### config.mk
export PLATFORM = sky130hd
export DESIGN_NAME = i2cmb_wb_sequencer_flat
export DESIGN_NICKNAME = d
export VERILOG_FILES = /design/src/rtl/i2cmb_wb_sequencer_if.sv /design/src/rtl/i2cmb_wb_sequencer.sv /design/src/flat_wrapper.sv
export SDC_FILE = /design/constraint.sdc
export NUM_CORES = 1
export LEC_CHECK = 0
export BUFFER_PORTS_ARGS = -buffer_cell sky130_fd_sc_hd__buf_2
export CAP_MARGIN = 20
export CORE_MARGIN = 3
export CORE_UTILIZATION = 45
export CTS_BUF_LIST = sky130_fd_sc_hd__clkbuf_16
export DETAILED_ROUTE_END_ITERATION = 8
export HOLD_SLACK_MARGIN = 0.08
export PLACE_DENSITY = 0.65
export SYNTH_ARGS = -nofsm -noshare
export SYNTH_HDL_FRONTEND = slang
export SYNTH_SLANG_ARGS = --single-unit
### constraint.sdc
create_clock -name clk_i -period 2.9 [get_ports clk_i]
set_input_delay 0 -clock clk_i [delete_from_list [all_inputs] [get_ports clk_i]]
set_output_delay 0 -clock clk_i [all_outputs]
set_load 0.02 [all_outputs]
### src/rtl/i2cmb_wb_sequencer_if.sv
// ---------------------------------------------------------------------------
// i2cmb_wb_sequencer_if
// Wishbone register-port bundle between the sequencer (master) and the
// iicmb_m_wb controller (slave).
//   cyc_o/stb_o/we_o : master cycle, strobe and write-enable
//   adr_o            : register address (0=CSR, 1=DPR, 2=CMDR, 3=FSMR)
//   dat_o / dat_i    : write data from master / read data from slave
//   ack_i            : slave acknowledge
//   irq_i            : controller interrupt (command complete)
// ---------------------------------------------------------------------------
interface i2cmb_wb_sequencer_if #(
  parameter int ADDR_W = 2,
  parameter int DATA_W = 8
);
  logic              cyc_o;
  logic              stb_o;
  logic              we_o;
  logic [ADDR_W-1:0] adr_o;
  logic [DATA_W-1:0] dat_o;
  logic [DATA_W-1:0] dat_i;
  logic              ack_i;
  logic              irq_i;

  modport master (output cyc_o, stb_o, we_o, adr_o, dat_o,
                  input  dat_i, ack_i, irq_i);
  modport slave  (input  cyc_o, stb_o, we_o, adr_o, dat_o,
                  output dat_i, ack_i, irq_i);
endinterface

### src/rtl/i2cmb_wb_sequencer.sv
// ---------------------------------------------------------------------------
// i2cmb_wb_sequencer
// Wishbone master that turns one high-level I2C request into the CSR/DPR/CMDR
// register accesses of the iicmb_m_wb controller, with IRQ-driven completion.
//   clk_i, rst_i          : clock, synchronous active-high reset
//   req_*                 : transaction request (bus, address, rw, length)
//   wdata_* / rdata_*     : write-byte and read-byte stream handshakes
//   done / status         : one-cycle end pulse and held result code
//   wb                    : Wishbone master port plus controller irq
// ---------------------------------------------------------------------------
module i2cmb_wb_sequencer #(
  parameter int WB_ADDR_WIDTH  = 2,
  parameter int WB_DATA_WIDTH  = 8,
  parameter int I2C_ADDR_WIDTH = 7,
  parameter int LEN_WIDTH      = 6,
  parameter int TIMEOUT_CYCLES = 65535
) (
  input  logic                      clk_i,
  input  logic                      rst_i,
  input  logic                      req_valid,
  output logic                      req_ready,
  input  logic [3:0]                req_bus_id,
  input  logic [I2C_ADDR_WIDTH-1:0] req_addr,
  input  logic                      req_rw,
  input  logic [LEN_WIDTH-1:0]      req_len,
  input  logic                      wdata_valid,
  output logic                      wdata_ready,
  input  logic [WB_DATA_WIDTH-1:0]  wdata,
  output logic                      rdata_valid,
  input  logic                      rdata_ready,
  output logic [WB_DATA_WIDTH-1:0]  rdata,
  output logic                      done,
  output logic [2:0]                status,
  i2cmb_wb_sequencer_if.master      wb
);

  localparam int TO_W = $clog2(TIMEOUT_CYCLES + 1);
  localparam logic [TO_W-1:0] TO_LAST = TO_W'(TIMEOUT_CYCLES - 1);

  localparam logic [WB_ADDR_WIDTH-1:0] A_CSR  = WB_ADDR_WIDTH'(2'd0);
  localparam logic [WB_ADDR_WIDTH-1:0] A_DPR  = WB_ADDR_WIDTH'(2'd1);
  localparam logic [WB_ADDR_WIDTH-1:0] A_CMDR = WB_ADDR_WIDTH'(2'd2);

  localparam logic [WB_DATA_WIDTH-1:0] CSR_ON    = WB_DATA_WIDTH'(8'hC0);
  localparam logic [WB_DATA_WIDTH-1:0] CSR_OFF   = WB_DATA_WIDTH'(8'h00);
  localparam logic [WB_DATA_WIDTH-1:0] CMD_WRITE = WB_DATA_WIDTH'(8'h01);
  localparam logic [WB_DATA_WIDTH-1:0] CMD_RDACK = WB_DATA_WIDTH'(8'h02);
  localparam logic [WB_DATA_WIDTH-1:0] CMD_RDNAK = WB_DATA_WIDTH'(8'h03);
  localparam logic [WB_DATA_WIDTH-1:0] CMD_START = WB_DATA_WIDTH'(8'h04);
  localparam logic [WB_DATA_WIDTH-1:0] CMD_STOP  = WB_DATA_WIDTH'(8'h05);
  localparam logic [WB_DATA_WIDTH-1:0] CMD_SETBUS= WB_DATA_WIDTH'(8'h06);

  localparam logic [2:0] ST_OK = 3'd0, ST_ANAK = 3'd1, ST_DNAK = 3'd2,
                         ST_AL = 3'd3, ST_ERR  = 3'd4, ST_TO   = 3'd5;

  localparam logic [4:0] S_INIT = 5'd0,  S_IDLE = 5'd1,  S_BUS_DPR = 5'd2,
                         S_BUS_CMD = 5'd3, S_START = 5'd4, S_ADDR_DPR = 5'd5,
                         S_ADDR_CMD = 5'd6, S_WR_GET = 5'd7, S_WR_DPR = 5'd8,
                         S_WR_CMD = 5'd9, S_RD_CMD = 5'd10, S_RD_DPR = 5'd11,
                         S_RD_OUT = 5'd12, S_STOP = 5'd13, S_WAIT = 5'd14,
                         S_CMDR_RD = 5'd15, S_TO_OFF = 5'd16, S_TO_ON = 5'd17,
                         S_DONE = 5'd18;

  // Which command is outstanding, so the CMDR status can be interpreted.
  localparam logic [2:0] K_BUS = 3'd0, K_START = 3'd1, K_ADDR = 3'd2,
                         K_WR  = 3'd3, K_RD    = 3'd4, K_STOP = 3'd5;

  logic [4:0]                state_q, state_d;
  logic [2:0]                kind_q, kind_d;
  logic                      cyc_q, cyc_d, we_q, we_d;
  logic [WB_ADDR_WIDTH-1:0]  adr_q, adr_d;
  logic [WB_DATA_WIDTH-1:0]  dat_q, dat_d;
  logic                      req_ready_q, req_ready_d;
  logic                      wdata_ready_q, wdata_ready_d;
  logic                      rdata_valid_q, rdata_valid_d;
  logic [WB_DATA_WIDTH-1:0]  rdata_q, rdata_d;
  logic                      done_q, done_d;
  logic [2:0]                status_q, status_d, stat_q, stat_d;
  logic [3:0]                bid_q, bid_d, bus_q, bus_d;
  logic                      bus_valid_q, bus_valid_d;
  logic [I2C_ADDR_WIDTH-1:0] addr_q, addr_d;
  logic                      rw_q, rw_d;
  logic [LEN_WIDTH-1:0]      len_q, len_d, cnt_q, cnt_d;
  logic [WB_DATA_WIDTH-1:0]  wbyte_q, wbyte_d;
  logic [TO_W-1:0]           to_cnt_q, to_cnt_d;

  logic                      acc_en_s, acc_we_s, acc_done_s, last_s;
  logic [WB_ADDR_WIDTH-1:0]  acc_adr_s;
  logic [WB_DATA_WIDTH-1:0]  acc_dat_s;

  assign acc_done_s = cyc_q & wb.ack_i;
  assign last_s     = (cnt_q == (len_q - LEN_WIDTH'(1)));

  // Register access requested by the current state (at most one per state).
  always_comb begin
    acc_en_s  = 1'b0;
    acc_we_s  = 1'b1;
    acc_adr_s = A_CSR;
    acc_dat_s = CSR_OFF;
    case (state_q)
      S_INIT, S_TO_ON: begin acc_en_s = 1'b1; acc_dat_s = CSR_ON; end
      S_TO_OFF:   begin acc_en_s = 1'b1; acc_dat_s = CSR_OFF; end
      S_BUS_DPR:  begin acc_en_s = 1'b1; acc_adr_s = A_DPR;  acc_dat_s = WB_DATA_WIDTH'(bid_q); end
      S_BUS_CMD:  begin acc_en_s = 1'b1; acc_adr_s = A_CMDR; acc_dat_s = CMD_SETBUS; end
      S_START:    begin acc_en_s = 1'b1; acc_adr_s = A_CMDR; acc_dat_s = CMD_START; end
      S_ADDR_DPR: begin acc_en_s = 1'b1; acc_adr_s = A_DPR;  acc_dat_s = WB_DATA_WIDTH'({addr_q, rw_q}); end
      S_ADDR_CMD, S_WR_CMD:
                  begin acc_en_s = 1'b1; acc_adr_s = A_CMDR; acc_dat_s = CMD_WRITE; end
      S_WR_DPR:   begin acc_en_s = 1'b1; acc_adr_s = A_DPR;  acc_dat_s = wbyte_q; end
      S_RD_CMD: begin
        acc_en_s  = 1'b1;
        acc_adr_s = A_CMDR;
        if (last_s) begin
          acc_dat_s = CMD_RDNAK;
        end else begin
          acc_dat_s = CMD_RDACK;
        end
      end
      S_RD_DPR:   begin acc_en_s = 1'b1; acc_we_s = 1'b0; acc_adr_s = A_DPR; end
      S_STOP:     begin acc_en_s = 1'b1; acc_adr_s = A_CMDR; acc_dat_s = CMD_STOP; end
      S_CMDR_RD:  begin acc_en_s = 1'b1; acc_we_s = 1'b0; acc_adr_s = A_CMDR; end
      default:    acc_en_s = 1'b0;
    endcase
  end

  // Wishbone cycle engine, sequencer FSM and output/next-state computation.
  always_comb begin
    state_d = state_q;  kind_d = kind_q;
    cyc_d = cyc_q;  we_d = we_q;  adr_d = adr_q;  dat_d = dat_q;
    wdata_ready_d = 1'b0;  rdata_valid_d = rdata_valid_q;  rdata_d = rdata_q;
    done_d = 1'b0;  status_d = status_q;  stat_d = stat_q;
    bid_d = bid_q;  bus_d = bus_q;  bus_valid_d = bus_valid_q;
    addr_d = addr_q;  rw_d = rw_q;  len_d = len_q;  cnt_d = cnt_q;
    wbyte_d = wbyte_q;  to_cnt_d = '0;

    // An ack ends the access; the following cycle is always idle because a
    // new access is only launched while cyc is low.
    if (cyc_q) begin
      if (wb.ack_i) begin
        cyc_d = 1'b0;
      end else begin
        cyc_d = 1'b1;
      end
    end else if (acc_en_s) begin
      cyc_d = 1'b1;  we_d = acc_we_s;  adr_d = acc_adr_s;  dat_d = acc_dat_s;
    end else begin
      cyc_d = 1'b0;
    end

    case (state_q)
      S_INIT, S_TO_ON: begin
        if (acc_done_s) begin
          state_d = (state_q == S_INIT) ? S_IDLE : S_DONE;
        end else begin
          state_d = state_q;
        end
      end
      S_IDLE: begin
        if (req_valid && req_ready_q) begin
          bid_d = req_bus_id;  addr_d = req_addr;  rw_d = req_rw;
          len_d = req_len;  cnt_d = '0;  stat_d = ST_OK;
          if (!bus_valid_q || (req_bus_id != bus_q)) begin
            state_d = S_BUS_DPR;
          end else begin
            state_d = S_START;
          end
        end else begin
          state_d = S_IDLE;
        end
      end
      S_BUS_DPR:  if (acc_done_s) state_d = S_BUS_CMD;  else state_d = state_q;
      S_ADDR_DPR: if (acc_done_s) state_d = S_ADDR_CMD; else state_d = state_q;
      S_WR_DPR:   if (acc_done_s) state_d = S_WR_CMD;   else state_d = state_q;
      S_TO_OFF:   if (acc_done_s) state_d = S_TO_ON;    else state_d = state_q;
      S_BUS_CMD, S_START, S_ADDR_CMD, S_WR_CMD, S_RD_CMD, S_STOP: begin
        if (acc_done_s) begin
          state_d = S_WAIT;
          case (state_q)
            S_BUS_CMD:  kind_d = K_BUS;
            S_START:    kind_d = K_START;
            S_ADDR_CMD: kind_d = K_ADDR;
            S_WR_CMD:   kind_d = K_WR;
            S_RD_CMD:   kind_d = K_RD;
            default:    kind_d = K_STOP;
          endcase
        end else begin
          state_d = state_q;
        end
      end
      S_WR_GET: begin
        // Ready is raised for one cycle only once a byte is on offer.
        if (wdata_ready_q) begin
          if (wdata_valid) begin
            wbyte_d = wdata;
            state_d = S_WR_DPR;
          end else begin
            state_d = S_WR_GET;
          end
        end else if (wdata_valid) begin
          wdata_ready_d = 1'b1;
        end else begin
          wdata_ready_d = 1'b0;
        end
      end
      S_RD_DPR: begin
        if (acc_done_s) begin
          rdata_d = wb.dat_i;  rdata_valid_d = 1'b1;  state_d = S_RD_OUT;
        end else begin
          state_d = S_RD_DPR;
        end
      end
      S_RD_OUT: begin
        if (rdata_valid_q && rdata_ready) begin
          rdata_valid_d = 1'b0;
          cnt_d = cnt_q + LEN_WIDTH'(1);
          state_d = ((cnt_q + LEN_WIDTH'(1)) == len_q) ? S_STOP : S_RD_CMD;
        end else begin
          state_d = S_RD_OUT;
        end
      end
      S_WAIT: begin
        if (wb.irq_i) begin
          state_d = S_CMDR_RD;
        end else if (to_cnt_q == TO_LAST) begin
          stat_d = ST_TO;  bus_valid_d = 1'b0;  state_d = S_TO_OFF;
        end else begin
          to_cnt_d = to_cnt_q + TO_W'(1);
        end
      end
      S_CMDR_RD: begin
        if (!acc_done_s) begin
          state_d = S_CMDR_RD;
        end else if (wb.dat_i[7]) begin
          case (kind_q)
            K_BUS:   begin bus_d = bid_q; bus_valid_d = 1'b1; state_d = S_START; end
            K_START: state_d = S_ADDR_DPR;
            K_ADDR: begin
              if (len_q == '0) begin
                state_d = S_STOP;
              end else if (rw_q) begin
                state_d = S_RD_CMD;
              end else begin
                state_d = S_WR_GET;
              end
            end
            K_WR: begin
              cnt_d = cnt_q + LEN_WIDTH'(1);
              state_d = ((cnt_q + LEN_WIDTH'(1)) == len_q) ? S_STOP : S_WR_GET;
            end
            K_RD:    state_d = S_RD_DPR;
            default: state_d = S_DONE;
          endcase
        end else if (wb.dat_i[5]) begin
          // Arbitration lost: the bus is no longer ours, so no stop.
          stat_d = ST_AL;  state_d = S_DONE;
        end else begin
          if (wb.dat_i[6]) begin
            stat_d = (kind_q == K_ADDR) ? ST_ANAK : ST_DNAK;
          end else begin
            stat_d = ST_ERR;
          end
          // A failing stop must not loop back into another stop.
          state_d = (kind_q == K_STOP) ? S_DONE : S_STOP;
        end
      end
      S_DONE: begin
        done_d = 1'b1;  status_d = stat_q;  state_d = S_IDLE;
      end
      default: state_d = S_INIT;
    endcase

    // Ready is withheld in the cycle of the done pulse so the two never overlap.
    req_ready_d = (state_q == S_IDLE) && (state_d == S_IDLE);
  end

  // State and output registers with synchronous reset.
  always_ff @(posedge clk_i) begin
    if (rst_i) begin
      state_q <= S_INIT;  kind_q <= K_BUS;
      cyc_q <= 1'b0;  we_q <= 1'b0;  adr_q <= '0;  dat_q <= '0;
      req_ready_q <= 1'b0;  wdata_ready_q <= 1'b0;  rdata_valid_q <= 1'b0;
      rdata_q <= '0;  done_q <= 1'b0;  status_q <= ST_OK;  stat_q <= ST_OK;
      bid_q <= 4'd0;  bus_q <= 4'd0;  bus_valid_q <= 1'b0;
      addr_q <= '0;  rw_q <= 1'b0;  len_q <= '0;  cnt_q <= '0;
      wbyte_q <= '0;  to_cnt_q <= '0;
    end else begin
      state_q <= state_d;  kind_q <= kind_d;
      cyc_q <= cyc_d;  we_q <= we_d;  adr_q <= adr_d;  dat_q <= dat_d;
      req_ready_q <= req_ready_d;  wdata_ready_q <= wdata_ready_d;
      rdata_valid_q <= rdata_valid_d;  rdata_q <= rdata_d;
      done_q <= done_d;  status_q <= status_d;  stat_q <= stat_d;
      bid_q <= bid_d;  bus_q <= bus_d;  bus_valid_q <= bus_valid_d;
      addr_q <= addr_d;  rw_q <= rw_d;  len_q <= len_d;  cnt_q <= cnt_d;
      wbyte_q <= wbyte_d;  to_cnt_q <= to_cnt_d;
    end
  end

  assign wb.cyc_o     = cyc_q;
  assign wb.stb_o     = cyc_q;
  assign wb.we_o      = we_q;
  assign wb.adr_o     = adr_q;
  assign wb.dat_o     = dat_q;
  assign req_ready    = req_ready_q;
  assign wdata_ready  = wdata_ready_q;
  assign rdata_valid  = rdata_valid_q;
  assign rdata        = rdata_q;
  assign done         = done_q;
  assign status       = status_q;

endmodule
### src/flat_wrapper.sv
// flat-port wrapper written by rule: the top's interface ports become plain ports
module i2cmb_wb_sequencer_flat 
#(
  parameter int WB_ADDR_WIDTH  = 2,
  parameter int WB_DATA_WIDTH  = 8,
  parameter int I2C_ADDR_WIDTH = 7,
  parameter int LEN_WIDTH      = 6,
  parameter int TIMEOUT_CYCLES = 65535
)
  (clk_i, rst_i, req_valid, req_ready, req_bus_id, req_addr, req_rw, req_len, wdata_valid, wdata_ready, wdata, rdata_valid, rdata_ready, rdata, done, status, wb_cyc_o, wb_stb_o, wb_we_o, wb_adr_o, wb_dat_o, wb_dat_i, wb_ack_i, wb_irq_i);
  i2cmb_wb_sequencer_if wb_i ();
  input  logic clk_i;
  input  logic rst_i;
  input  logic req_valid;
  output logic req_ready;
  input  logic [3:0] req_bus_id;
  input  logic [I2C_ADDR_WIDTH-1:0] req_addr;
  input  logic req_rw;
  input  logic [LEN_WIDTH-1:0] req_len;
  input  logic wdata_valid;
  output logic wdata_ready;
  input  logic [WB_DATA_WIDTH-1:0] wdata;
  output logic rdata_valid;
  input  logic rdata_ready;
  output logic [WB_DATA_WIDTH-1:0] rdata;
  output logic done;
  output logic [2:0] status;
  output wire logic [$bits(wb_i.cyc_o)-1:0] wb_cyc_o;
  output wire logic [$bits(wb_i.stb_o)-1:0] wb_stb_o;
  output wire logic [$bits(wb_i.we_o)-1:0] wb_we_o;
  output wire logic [$bits(wb_i.adr_o)-1:0] wb_adr_o;
  output wire logic [$bits(wb_i.dat_o)-1:0] wb_dat_o;
  input wire logic [$bits(wb_i.dat_i)-1:0] wb_dat_i;
  input wire logic [$bits(wb_i.ack_i)-1:0] wb_ack_i;
  input wire logic [$bits(wb_i.irq_i)-1:0] wb_irq_i;
  assign wb_cyc_o = wb_i.cyc_o;
  assign wb_stb_o = wb_i.stb_o;
  assign wb_we_o = wb_i.we_o;
  assign wb_adr_o = wb_i.adr_o;
  assign wb_dat_o = wb_i.dat_o;
  assign wb_i.dat_i = wb_dat_i;
  assign wb_i.ack_i = wb_ack_i;
  assign wb_i.irq_i = wb_irq_i;
  i2cmb_wb_sequencer #(.WB_ADDR_WIDTH(WB_ADDR_WIDTH), .WB_DATA_WIDTH(WB_DATA_WIDTH), .I2C_ADDR_WIDTH(I2C_ADDR_WIDTH), .LEN_WIDTH(LEN_WIDTH), .TIMEOUT_CYCLES(TIMEOUT_CYCLES)) u_core (.clk_i(clk_i), .rst_i(rst_i), .req_valid(req_valid), .req_ready(req_ready), .req_bus_id(req_bus_id), .req_addr(req_addr), .req_rw(req_rw), .req_len(req_len), .wdata_valid(wdata_valid), .wdata_ready(wdata_ready), .wdata(wdata), .rdata_valid(rdata_valid), .rdata_ready(rdata_ready), .rdata(rdata), .done(done), .status(status), .wb(wb_i));
endmodule
==> metrics.md <==
| Metric | Value |
|---|---|
| Post-CTS Setup Inserts | 0 |
| Max-slew headroom | around 47% |
| Post-cts sizing count | 0 |
| Antenna Nets Post-Route | 0 |
| Main synth FF type | dfxtp_1 |
| Vias per cell | 5.667 |
| Worst setup SP type | flip-flop |
| Synth warn | 0 |
| Vias | roughly 4700 |
| Worst-path clk slew | roughly 0.070 ns |
| Synthesized instance count | 606 |
| Mean post-synth cell area | between 7 and 8 um2 |
| DRC | 0 |
| Period utilization | slightly below 90% |
| Drt wl/cell | ~17 um |
| Period minus WS final | approximately 2.6 ns |
| RSZ-0062 raised after global routing | false |
| Starting Density | between 40 and 50% |
| CTS Sinks | 91 |
| CTS tree | done |
| CTS H-tree depth | 3 |
| Number of global-route vias before repair | between 4000 and 5000 |
| Kind of end point of the critical path | flip-flop |
| Bufs on Longest Clock Path | 2 |
| Core area | 10000 um2 |
| Pwr Total | approximately 2.5 mW |
| Worst Path Required | between 3 and 4 ns |
| Die width | roughly 110 um |
| Post-route setup TNS | 0 ns |
| Adder-cell area share of the yosys netlist | under 10% |
| Fraction of layout instances using a drive strength above 1 | between 10% and 20% |
| Non-Filler Instances | between 800 and 900 |
| Initial DRC count | approximately 400 |
| Final setup fails | 0 |
| Row count | 36 |
| WP data arrival | around 2.8 ns |
| Largest family of logic cells by synthesized area | simple AND/OR/NAND/NOR gates |
| Nets | around 740 |
| Compound-Gate Fraction of Synth Area | 17.00% |
| Ports | 69 |
| Pre-antenna DRT Iters | 5 |
| Post-synthesis mux area share | 5.500% |
| Syn Nets | about 650 |
| Max Slew Vio Count | 0 |
| First-pass GRT wire length | roughly 23000 um |
| Yosys cell types | 59 |
| Total CTS buffers | 9 |
| Max cap viols | 0 |
| Worst Skew | 0.009269 ns |
| Final hold violation count | 0 |
| Placed insts | 782 |
| Xor/xnor share of the synthesized area | 5.368% |
| Final wirelength | 14050 um |
| Fill count | 943 |
| Die Ht | around 110 um |
| P per Cell Area | 433.2 nW/um2 |
| Crit-path cells | nor2b_1, nand3_1, a2111oi_0, buf_4, o31ai_1, a21oi_1 |
| Asr flop ratio synth | 0% |
| Largest net degree at the start of global routing | 45 |
| Critical-path top delay cell | a2111oi_0 |
| Status | finished, final reports clean |
| Max VDD drop | about 260 uV |
| Crit path buffers/inverters | 1 |
| Die area | 11780 um2 |
| Initial antenna violation count | 0 |
| CP Class | flip-flop to flip-flop |
| Slew @ Worst Pin | approximately 0.77 ns |
| Leakage | around 2.3 nW |
| Global route total overflow | 0 |
| Mapped cell area | around 4700 um2 |
| Number of register bits inferred by synthesis | 91 |
| Total GRT Usage | 24.23% |
| Worst Hold Class | input pin to flip-flop |
| Sequential fraction of the synthesis area | between 30% and 40% |
| I/O Buffers | 68 |
| Fmax achieved | approximately 390 MHz |
| Gpl congestion | between 0.9 and 1 |
| CP peak stage delay | approximately 0.7 ns |
| Antenna cells | 0 |
| Detailed-placement wirelength estimate | about 10000 um |
| Crit path max-delay family | compound AO/OA/AOI/OAI gates |
| Later-pin clock latency in the skew report | 0.34 ns |
| EDFF count, synth | 0 |
| CTS Root Cell | clkbuf_16 |
| Worst-path fanout max | 13 |
| Simple logic cell fraction of the synthesized area | between 20 and 30% |
| Area grow syn2layout | 23.06% |
==> cell usage in the layout, fill, tap and decap left out, types with 14 or more instances in the layout <==
cell and instances:
nand2_1 75, nor3_1 16, dfxtp_1 91, nand3_1 19
a21oi_1 51, buf_4 16, buf_2 68, mux2i_1 26
nor2_1 88, dlygate4sd3_1 37, o21ai_0 23, nand2b_1 14
xor2_1 16
==> cell usage after synthesis, drive strengths merged, types with 10 or more instances <==
library cell | count | area share, %
o21ai | 23 | 2.4
dfxtp | 91 | 38
xnor2 | 13 | 2.4
nand2 | 75 | 5.9
nand3 | 19 | 2.0
nand4 | 11 | 1.6
mux2i | 26 | 5.5
xor2 | 16 | 3.0
nor3 | 17 | 1.8
nor2 | 88 | 7.0
nand2b | 14 | 1.9
buf | 11 | 1.1
a21oi | 52 | 5.6
inv | 10 | 0.79
clkbuf | 30 | 2.4
==> cell families after synthesis <==
logic type | count (synthesis)
compound gates | 128
xor+xnor | 29
fa+ha+maj | 5
buf+inv | 51
flops | 91
mux | 26
simple gates | 276
==> power breakdown <==
group	internal [mW]	leakage, nW	switching, mW
clock network	0.561	0.126	0.483
logic	0.0943	1.39	0.115
registers	1.26	0.734	0.00973
total	1.91	2.25	0.608
==> metrics by stage <==
step	util, %	cell area (um2)	hold WS [ns]	setup WS (ns)
after floorplan	-	4732	0.1360	0.7714
after global placement	52.01	5201	0.2338	0.4660
after detailed placement	52.01	5201	0.2456	0.4922
after CTS	58.23	5823	0.08683	0.3610
after global routing	58.23	5823	0.1366	0.2124
final	58.23	5823	0.09166	0.3399
==> per-layer routing <==
metal,wire length (um),GRT usage (%),up-vias,part of all wire [%]
met5,0,0,-,0
met3,836,4.896,19,6.0
li1,-,-,2305,-
met4,244,7.033,0,1.7
met1,6195,31.81,2226,44
met2,6773,40.25,176,48
==> path summary, 6_finish.rpt <==
path / start / to / slack [ns] / cells after the start
hold / removal: wb_irq_i / u_core.bus_valid_q / 0.09 / 3
setup / recovery: u_core.state_q[3] / u_core.wb.dat_o[0] / 0.34 / 6
setup reg to reg: u_core.state_q[3] / u_core.wb.dat_o[0] / 0.34 / 6
hold reg to reg: u_core.wdata_ready / u_core.wdata_ready / 0.45 / 1
==> state kept, by name, summed over array words and instances, names as in the netlist <==
register / count
u_core.bus_valid_q: 1
u_core.bid_q: 4
u_core.state_q: 5
u_core.rdata_valid: 1
u_core.bus_q: 4
u_core.status: 3
u_core.cnt_q: 6
u_core.rdata: 8
u_core.kind_q: 3
u_core.wb.adr_o: 2
u_core.len_q: 6
u_core.addr_q: 7
u_core.to_cnt_q: 16
u_core.wbyte_q: 8
u_core.req_ready: 1
u_core.wb.dat_o: 8
u_core.done: 1
u_core.wdata_ready: 1
u_core.wb.we_o: 1
u_core.rw_q: 1
u_core.stat_q: 3
u_core.wb.cyc_o: 1
==> final cells by class <==
class,count,area (um2),share of cell area (%)
Clock inverter,6,26.28,0.4512
Inverter,10,37.54,0.6446
Clock buffer,9,225.2,3.868
Timing Repair Buffer,121,830.8,14.27
Multi-Input combinational cell,464,2715,46.63
Tap cell,133,166.4,2.858
Sequential cell,91,1822,31.28
==> repair_timing <==
| action | in CTS | in global routing |
|---|---|---|
| setup endpoints to repair | 0 | 0 |
| endpoints found under the hold margin | 37 | 0 |
| hold buffers | 37 | 0 |
==> worst min-delay path, delay by kind of cell <==
family                 cells  cell delay [ns]
AND/OR/NAND/NOR            1             0.15
buffers and inverters      1             0.13
AO/OA/AOI/OAI              1             0.10
Power figures use the tool's default switching activity.
